$ cat src/rtl/scoreboard_req_arb.sv
// scoreboard_req_arb
//   Round-robin arbiter sharing one scoreboard request channel among
//   NUM_REQS issue-slice requesters. The winner's payload and index are
//   pushed into a 2-entry elastic buffer. ready_in is derived only from
//   the buffer occupancy, never from ready_out, so no combinational path
//   runs from the scoreboard back to the requesters.
//
// Ports
//   clk        in   clock, rising edge
//   reset      in   asynchronous active-high reset
//   valid_in   in   [NUM_REQS]        per-requester request valid
//   data_in    in   [NUM_REQS*DATAW]  payloads, requester i at [i*DATAW +: DATAW]
//   ready_in   out  [NUM_REQS]        per-requester accept, one-hot or zero
//   valid_out  out                    head entry valid
//   data_out   out  [DATAW]           head entry payload
//   sel_out    out  [SELW]            head entry requester index
//   ready_out  in                     scoreboard accepts head entry

module scoreboard_req_arb #(
    parameter int NUM_REQS = 4,
    parameter int DATAW    = 64,
    parameter int SELW     = (NUM_REQS > 1) ? $clog2(NUM_REQS) : 1
) (
    input  logic                      clk,
    input  logic                      reset,
    input  logic [NUM_REQS-1:0]       valid_in,
    input  logic [NUM_REQS*DATAW-1:0] data_in,
    output logic [NUM_REQS-1:0]       ready_in,
    output logic                      valid_out,
    output logic [DATAW-1:0]          data_out,
    output logic [SELW-1:0]           sel_out,
    input  logic                      ready_out
);

    logic [SELW-1:0]  rr_ptr;
    logic             wr_ptr;
    logic             rd_ptr;
    logic [1:0]       count;
    logic [DATAW-1:0] data_mem [2];
    logic [SELW-1:0]  sel_mem  [2];

    logic [DATAW-1:0] req_data [NUM_REQS];
    logic             found;
    logic [SELW-1:0]  win;
    logic             not_full;
    logic             push;
    logic             pop;

    for (genvar g = 0; g < NUM_REQS; g++) begin : g_unpack
        assign req_data[g] = data_in[g*DATAW +: DATAW];
    end

    // Scan from rr_ptr upward with wrap; first valid requester wins.
    always_comb begin
        logic [SELW-1:0] idx;
        int              j;
        found = 1'b0;
        win   = '0;
        idx   = '0;
        for (int k = 0; k < NUM_REQS; k++) begin
            j = int'(rr_ptr) + k;
            if (j >= NUM_REQS) j = j - NUM_REQS;
            idx = SELW'(j);
            if (!found && valid_in[idx]) begin
                found = 1'b1;
                win   = idx;
            end
        end
    end

    // Gated by reset so ready_in drops the moment reset asserts.
    assign not_full = (count < 2'd2) && !reset;

    always_comb begin
        ready_in = '0;
        if (found && not_full) ready_in[win] = 1'b1;
    end

    assign push      = found && not_full;
    assign valid_out = (count != 2'd0);
    assign pop       = valid_out && ready_out;
    assign data_out  = data_mem[rd_ptr];
    assign sel_out   = sel_mem[rd_ptr];

    always_ff @(posedge clk or posedge reset) begin
        if (reset) begin
            rr_ptr      <= '0;
            wr_ptr      <= 1'b0;
            rd_ptr      <= 1'b0;
            count       <= 2'd0;
            data_mem[0] <= '0;
            data_mem[1] <= '0;
            sel_mem[0]  <= '0;
            sel_mem[1]  <= '0;
        end else begin
            if (push) begin
                data_mem[wr_ptr] <= req_data[win];
                sel_mem[wr_ptr]  <= win;
                wr_ptr           <= ~wr_ptr;
                // Explicit wrap keeps non-power-of-2 NUM_REQS in range.
                if (win == SELW'(NUM_REQS - 1)) rr_ptr <= '0;
                else                            rr_ptr <= win + SELW'(1);
            end
            if (pop) rd_ptr <= ~rd_ptr;
            case ({push, pop})
                2'b10:   count <= count + 2'd1;
                2'b01:   count <= count - 2'd1;
                default: count <= count;
            endcase
        end
    end

    a_grant_onehot: assert property (@(posedge clk) disable iff (reset)
        $onehot0(ready_in));
    a_count_max: assert property (@(posedge clk) disable iff (reset)
        count <= 2'd2);
    a_out_stable: assert property (@(posedge clk) disable iff (reset)
        (valid_out && !ready_out) |=>
            (valid_out && $stable(data_out) && $stable(sel_out)));

endmodule

$ cat config.mk
export PLATFORM = sky130hd
export DESIGN_NAME = scoreboard_req_arb
export DESIGN_NICKNAME = d
export VERILOG_FILES = /design/src/rtl/scoreboard_req_arb.sv
export SDC_FILE = /design/constraint.sdc
export NUM_CORES = 1
export LEC_CHECK = 0
export ABC_AREA = 1
export CORE_AREA = 5 5 146 148
export CTS_BUF_LIST = sky130_fd_sc_hd__clkbuf_4
export CTS_CLUSTER_DIAMETER = 120
export CTS_CLUSTER_SIZE = 25
export DETAILED_ROUTE_END_ITERATION = 10
export DIE_AREA = 0 0 151 153
export PLACE_DENSITY = 0.81
export SLEW_MARGIN = 20
export SYNTH_ARGS = -nofsm -noshare
export SYNTH_HDL_FRONTEND = slang
export SYNTH_SLANG_ARGS = --single-unit
$ cat constraint.sdc
create_clock -name clk -period 8.2 [get_ports clk]
set_input_delay 1.23 -clock clk [delete_from_list [all_inputs] [get_ports clk]]
set_output_delay 1.23 -clock clk [all_outputs]
set_load 0.01 [all_outputs]
After elaboration in Yosys (flattened, before gate mapping)

Index checks and enable logic that the tools add are counted.

Add/subtract/negate cells: 10
Magnitude comparators: 15
Equality and inequality tests: 3
Multiplexer cells: 40
Bitwise logic cells: 5
Reductions and logical operators: 14

Operators by type and width:

| cell                                                       | number |
|---|---|
| two-way mux 64 bit                                         | 6 |
| binary-select mux 64 bit (select 2 bit)                    | 1 |
| bitwise mux 128 bit                                        | 1 |
| demux 64 bit (select 1 bit)                                | 1 |
| two-way mux 2 bit                                          | 13 |
| less-than comparator 2 x 3 -> 1 bit, second input constant | 5 |
| >= comparator 3 bit, second input constant                 | 4 |
| subtractor 2 x 1 -> 2 bit, second input constant           | 5 |
| two-way mux 1 bit                                          | 9 |
| binary-select mux 1 bit (select 2 bit)                     | 4 |
| logical AND 1 bit                                          | 8 |
| adder 2 x 2 -> 3 bit, second input constant                | 2 |
| adder 2 x 1 -> 2 bit, second input constant                | 2 |
| bitwise mux 4 bit                                          | 1 |
| == test 2 bit, second input constant                       | 2 |
| >= comparator 2 bit, second input constant                 | 2 |
| zero test 1 bit                                            | 4 |
| two-way mux 4 bit                                          | 1 |
| inverter 1 -> 2 bit                                        | 2 |
| case mux 2 bit (2 select lines)                            | 1 |
| nonzero test 2 bit                                         | 2 |
| adder 2 x 1 -> 3 bit, second input constant                | 1 |
| >= comparator 2 x 3 -> 1 bit, second input constant        | 1 |
| inverter 2 -> 3 bit                                        | 1 |
| other kinds (7)                                            | 8 |

Bits in registers: 138
Input bits: 263
Output and inout bits: 71
Logic and storage cells: 95

Depth between registers and ports, before layout

Depth after elaboration: 19
Mapped depth: 18
Mapped depth without buffers: 15

Worst setup path before layout

OpenSTA, ideal clock, no wires.

Path kind: input -> output
From: input port reset
To: output port ready_in[0]
Arrival time: 4.912 ns
Required time: 6.970 ns
Path slack: 2.058 ns
Cell stages on the path: 3
Path buffers: 0
Cell sequence: inv_1 nand3_4 nor3_1

Word-level cells in the longest chain between the ends: 4

RTL lines:

| element                   | RTL line | source |
|---|---|---|
| start: declaration        | 25       | `input logic reset,` |
| zero test 1 bit (no line) | n/a      |  |
| logical AND 1 bit         | 72       | `assign not_full = (count < 2'd2) && !reset;` |
| logical AND 1 bit         | 76       | `if (found && not_full) ready_in[win] = 1'b1;` |
| two-way mux 4 bit         | 76       |  |
| end: declaration          | 28       | `output logic [NUM_REQS-1:0] ready_in,` |

No other way between the ends.

Worst setup path after layout

From: input port valid_in[3]
To: output port ready_in[3]

Word-level cells in the longest chain between the ends: 17

RTL lines:

| element                                                                                                          | RTL line | source |
|---|---|---|
| start: declaration                                                                                               | 26       | `input logic [NUM_REQS-1:0] valid_in,` |
| binary-select mux 1 bit (select 2 bit)                                                                           | 64       | `if (!found && valid_in[idx]) begin` |
| two-way mux 1 bit (not written as such)                                                                          | 64       |  |
| two-way mux 1 bit                                                                                                | 64       |  |
| zero test 1 bit                                                                                                  | 64       |  |
| logical AND 1 bit                                                                                                | 64       |  |
| two-way mux 1 bit                                                                                                | 64       |  |
| zero test 1 bit                                                                                                  | 64       |  |
| logical AND 1 bit                                                                                                | 64       |  |
| two-way mux 1 bit                                                                                                | 64       |  |
| zero test 1 bit                                                                                                  | 64       |  |
| logical AND 1 bit                                                                                                | 64       |  |
| two-way mux 2 bit                                                                                                | 64       |  |
| less-than comparator 2 x 3 -> 1 bit (not written as such) / >= comparator 2 x 1 -> 1 bit (equally long branches) | 76       |  |
| logical AND 1 bit (not written as such)                                                                          | 76       |  |
| two-way mux 1 bit (not written as such)                                                                          | 76       |  |
| demux 1 bit (select 2 bit)                                                                                       | 76       |  |
| two-way mux 4 bit (*)                                                                                            | 76       |  |

Mark *: on every way between the ends. The rest lies on a longest branch, timed or not. The select of a mux whose other input is x is not followed.

==> summary.md <==
| Metric | Value |
|---|---|
| Slew headroom | 0.3455 |
| Post-CTS sizing | 0 |
| Largest family of logic cells by synthesized area | simple AND/OR/NAND/NOR gates |
| Sequential Power Share | 0.204 |
| Post-Route WL | approximately 31 mm |
| Avg Cell Area, Syn | slightly above 6 um^2 |
| Die width | 151 um |
| Clock Pin Slew Worst Setup and Hold Paths | 0.11 ns |
| WS Path Type | in -> out |
| Hold-fix buffers, CTS | 0 |
| IO Pins | between 300 and 400 |
| Worst flop-to-flop path endpoint | data_mem[70] |
| Placed cell areas | approximately 13000 um^2 |
| Switching portion of total power | 0.5373 |
| Final worst path period share | 0.7252 |
| CTS buffer count | 17 |
| HPWL Detailed | 21.17 mm |
| Clk pwr share | 0.087 |
| Hold path start | data_mem[29] |
| Grt total ovfl | 0 |
| Root buffer cell | clkbuf_4 |
| Outcome | finished clean |
| Yosys reg bits | approximately 140 |
| Area leader, netlist | nand2_1 |
| Most frequent cell after synthesis | nand2_1 |
| Final Cell Area | ~13000 um^2 |
| HP Class | reg -> reg |
| Mux contribution to synthesized area | 0 |
| Setup TNS | 0 ns |
| Worst-margin pin slew | roughly 0.98 ns |
| Fin crit period | a little under 6 ns |
| Worst reg2reg setup slack | about 4.3 ns |
| Yosys cell types | 26 |
| Worst Setup Start Kind | input port |
| Synth Area in Adders | 0.002635 |
| CTS tree | yes |
| Int Power | ~2.6 mW |
| Critical Path Fanout Max | just over 70 |
| WL/cell | between 10 and 15 um |
| Sw power | a little over 3 mW |
| Synth warn | 0 |
| Sequential element share of the synthesized area | 0.3636 |
| Top-area cell type share of the netlist area | 0.3727 |
| Post-CTS Setup Bufs | 0 |
| Net count, final | approximately 2.1k |
| DR vias/cell | a little over 5 |
| Max Freq | 168.2 MHz |
| Row count | 52 |
| Critical Path End Type | primary output |
| Die extent in y | between 150 and 200 um |
| Req. time, crit path | around 7.0 ns |
| Max-slew violation count | 0 |
| Iteration-0 DRC Markers | slightly above 700 |
| Final GP Congestion | 0.8816 |
| Synth Area in Simple Gates | 0.5076 |
| Global Route Usage Sum | 0.2649 |
| Final Hold Vio Count | 0 |
| Routed via count | 10.64k |
| Combinational power share | 0.709 |
| Clock Skews | 0.01384 ns |
| Synth-to-layout area growth | 37.45% |
| Post-Syn Instances | approximately 1.6k |
| Mapped Nets | around 1.8k |
| Commonest cells in the netlist | 943 x nand2_1, 142 x inv_1, 138 x dfrtp_1 |
| Largest cells by area after synthesis | nand2_1 37%, dfrtp_1 36%, nand4_1 8.4% |
| Total core area | 19910 um^2 |
| P_leak | ~7.3 nW |
| Total number of clock tree sinks | approximately 140 |
| H-tree levels | 4 |
| Clock Latency Late Sink | about 0.54 ns |
| Final setup viols | 0 |
| Mapped Area | ~9500 um^2 |
| Port bufs | ~330 |
| Critical Path AT | around 4.7 ns |
| Synth Area in XOR/XNOR | 0.002766 |
| Final Core Density | 0.6557 |
| Total power | approximately 5.6 mW |
| Number of synthesized flops with an enable pin | 0 |
| Async SR Flop Fraction | 1.000 |
| Ys flop type | dfrtp_1 |
| Worst R2R Start | rr_ptr[0] |
| Starting density of the core | 0.4771 |
| Final ANT Viol Nets | 0 |
| Compound-Gate Fraction of Synth Area | 0.004874 |
| Initial antenna violation count | 1 |
| Vias in the first global route | just over 10k |
| Hold path depth | 2 |
| RSZ-0062 raised after global routing | no |
| Clk buf depth | 2 |
| P per Cell Area | between 400 and 500 nW/um^2 |
| Hold Crit Endpoint | data_mem[29] |
| Worst vdd ir | 382.5 uV |
| First-pass GRT wire length | between 40 and 50 mm |
| Fraction of layout cells with a size suffix above 1 | 0.03486 |
| Largest net degree at the start of global routing | slightly above 90 |
| Total die area | between 20000 and 25000 um^2 |
| R2R cell count | 15 |
| Max-Cap Viols | 0 |
| Post-route DRC | 0 |
| TritonRoute pass-1 iters | 5 |
## placed cells by master, fill, tap and decap left out, types with 3 or more instances in the layout
cell type | Yosys | routed
nand2_1 | 943 | 942
clkdlybuf4s50_1 | 0 | 333
inv_1 | 142 | 140
dfrtp_1 | 138 | 137
nand4_1 | 128 | 128
nand3_1 | 72 | 71
clkbuf_4 | 0 | 18
buf_4 | 9 | 12
o21ai_0 | 7 | 7
inv_2 | 5 | 6
clkinv_2 | 0 | 5
nand3_4 | 1 | 4
clkinvlp_4 | 0 | 4
bufinv_16 | 0 | 4
nor3_1 | 3 | 3
nor2_1 | 3 | 3
nand2_4 | 2 | 3
## flip-flops by register name, indices dropped and copies added, names as in the netlist
register,count
data_mem,128
sel_mem,4
wr_ptr,1
count,2
rd_ptr,1
rr_ptr,2
## critical path, stage by stage
cell and delay [ns]:
clkdlybuf4s50_1 0.42, inv_1 0.08, nand2_1 0.07, nand3_1 0.16, nand2_2 0.10, inv_2 0.09, nand2_1 0.09, nand2_4 0.46
nand3_4 0.76, inv_1 0.33, ha_1 0.19, inv_1 0.05, nor2_1 0.11, clkdlybuf4s50_1 0.56
## layout make-up
class                      instances  area, um^2
antenna                            1       2.502
clock buffer                      18       135.1
fill                            1855        6854
timing repair buffer             345        3423
sequential                       138        3455
clock inverter                    14       178.9
inverter                         149       569.3
multi-input combinational       1172        4954
tap                              270       337.8
## metrics by stage
step                instances  hold WS [ns]  setup WS, ns
finish                   2107        0.4883         2.254
global route             2107        0.5089         1.903
CTS                      2106        0.4933         2.275
detailed placement       2074        0.4651         2.283
global placement         2074        0.4608         2.400
floorplan                1570        0.4487         2.058
## layer usage
metal  wire, um  global-route usage  share of wire
met1      12730              0.3277           0.40
met3       2722             0.06307          0.086
met4        721             0.08808          0.023
met5          0                   0              0
met2      15310              0.4524           0.49
## worst max-delay path by stage
stage	start	end
6_report	valid_in[3]	ready_in[3]
5_1_grt	valid_in[1]	ready_in[3]
4_1_cts	valid_in[1]	ready_in[3]
3_5_place_dp	valid_in[3]	ready_in[3]
3_3_place_gp	valid_in[0]	ready_in[3]
2_1_floorplan	reset	ready_in[0]
## cells by family after synthesis
logic type,count (synthesis)
AOI/OAI and AO/OA,9
xor gates and xnor gates,3
adders and majority gates,2
buffers and inverters,260
DFF,138
and+or+nand+nor,1158
## power groups by stage
stage	registers, mW	clock network [mW]	logic, mW
detailed placement	1.16	0	3.98
global placement	1.14	0	3.93
CTS	1.15	0.501	4.00
finish	1.15	0.489	4.00
global route	1.18	0.527	4.48
floorplan	1.12	0	2.84
(Power assumes the default switching activity.)
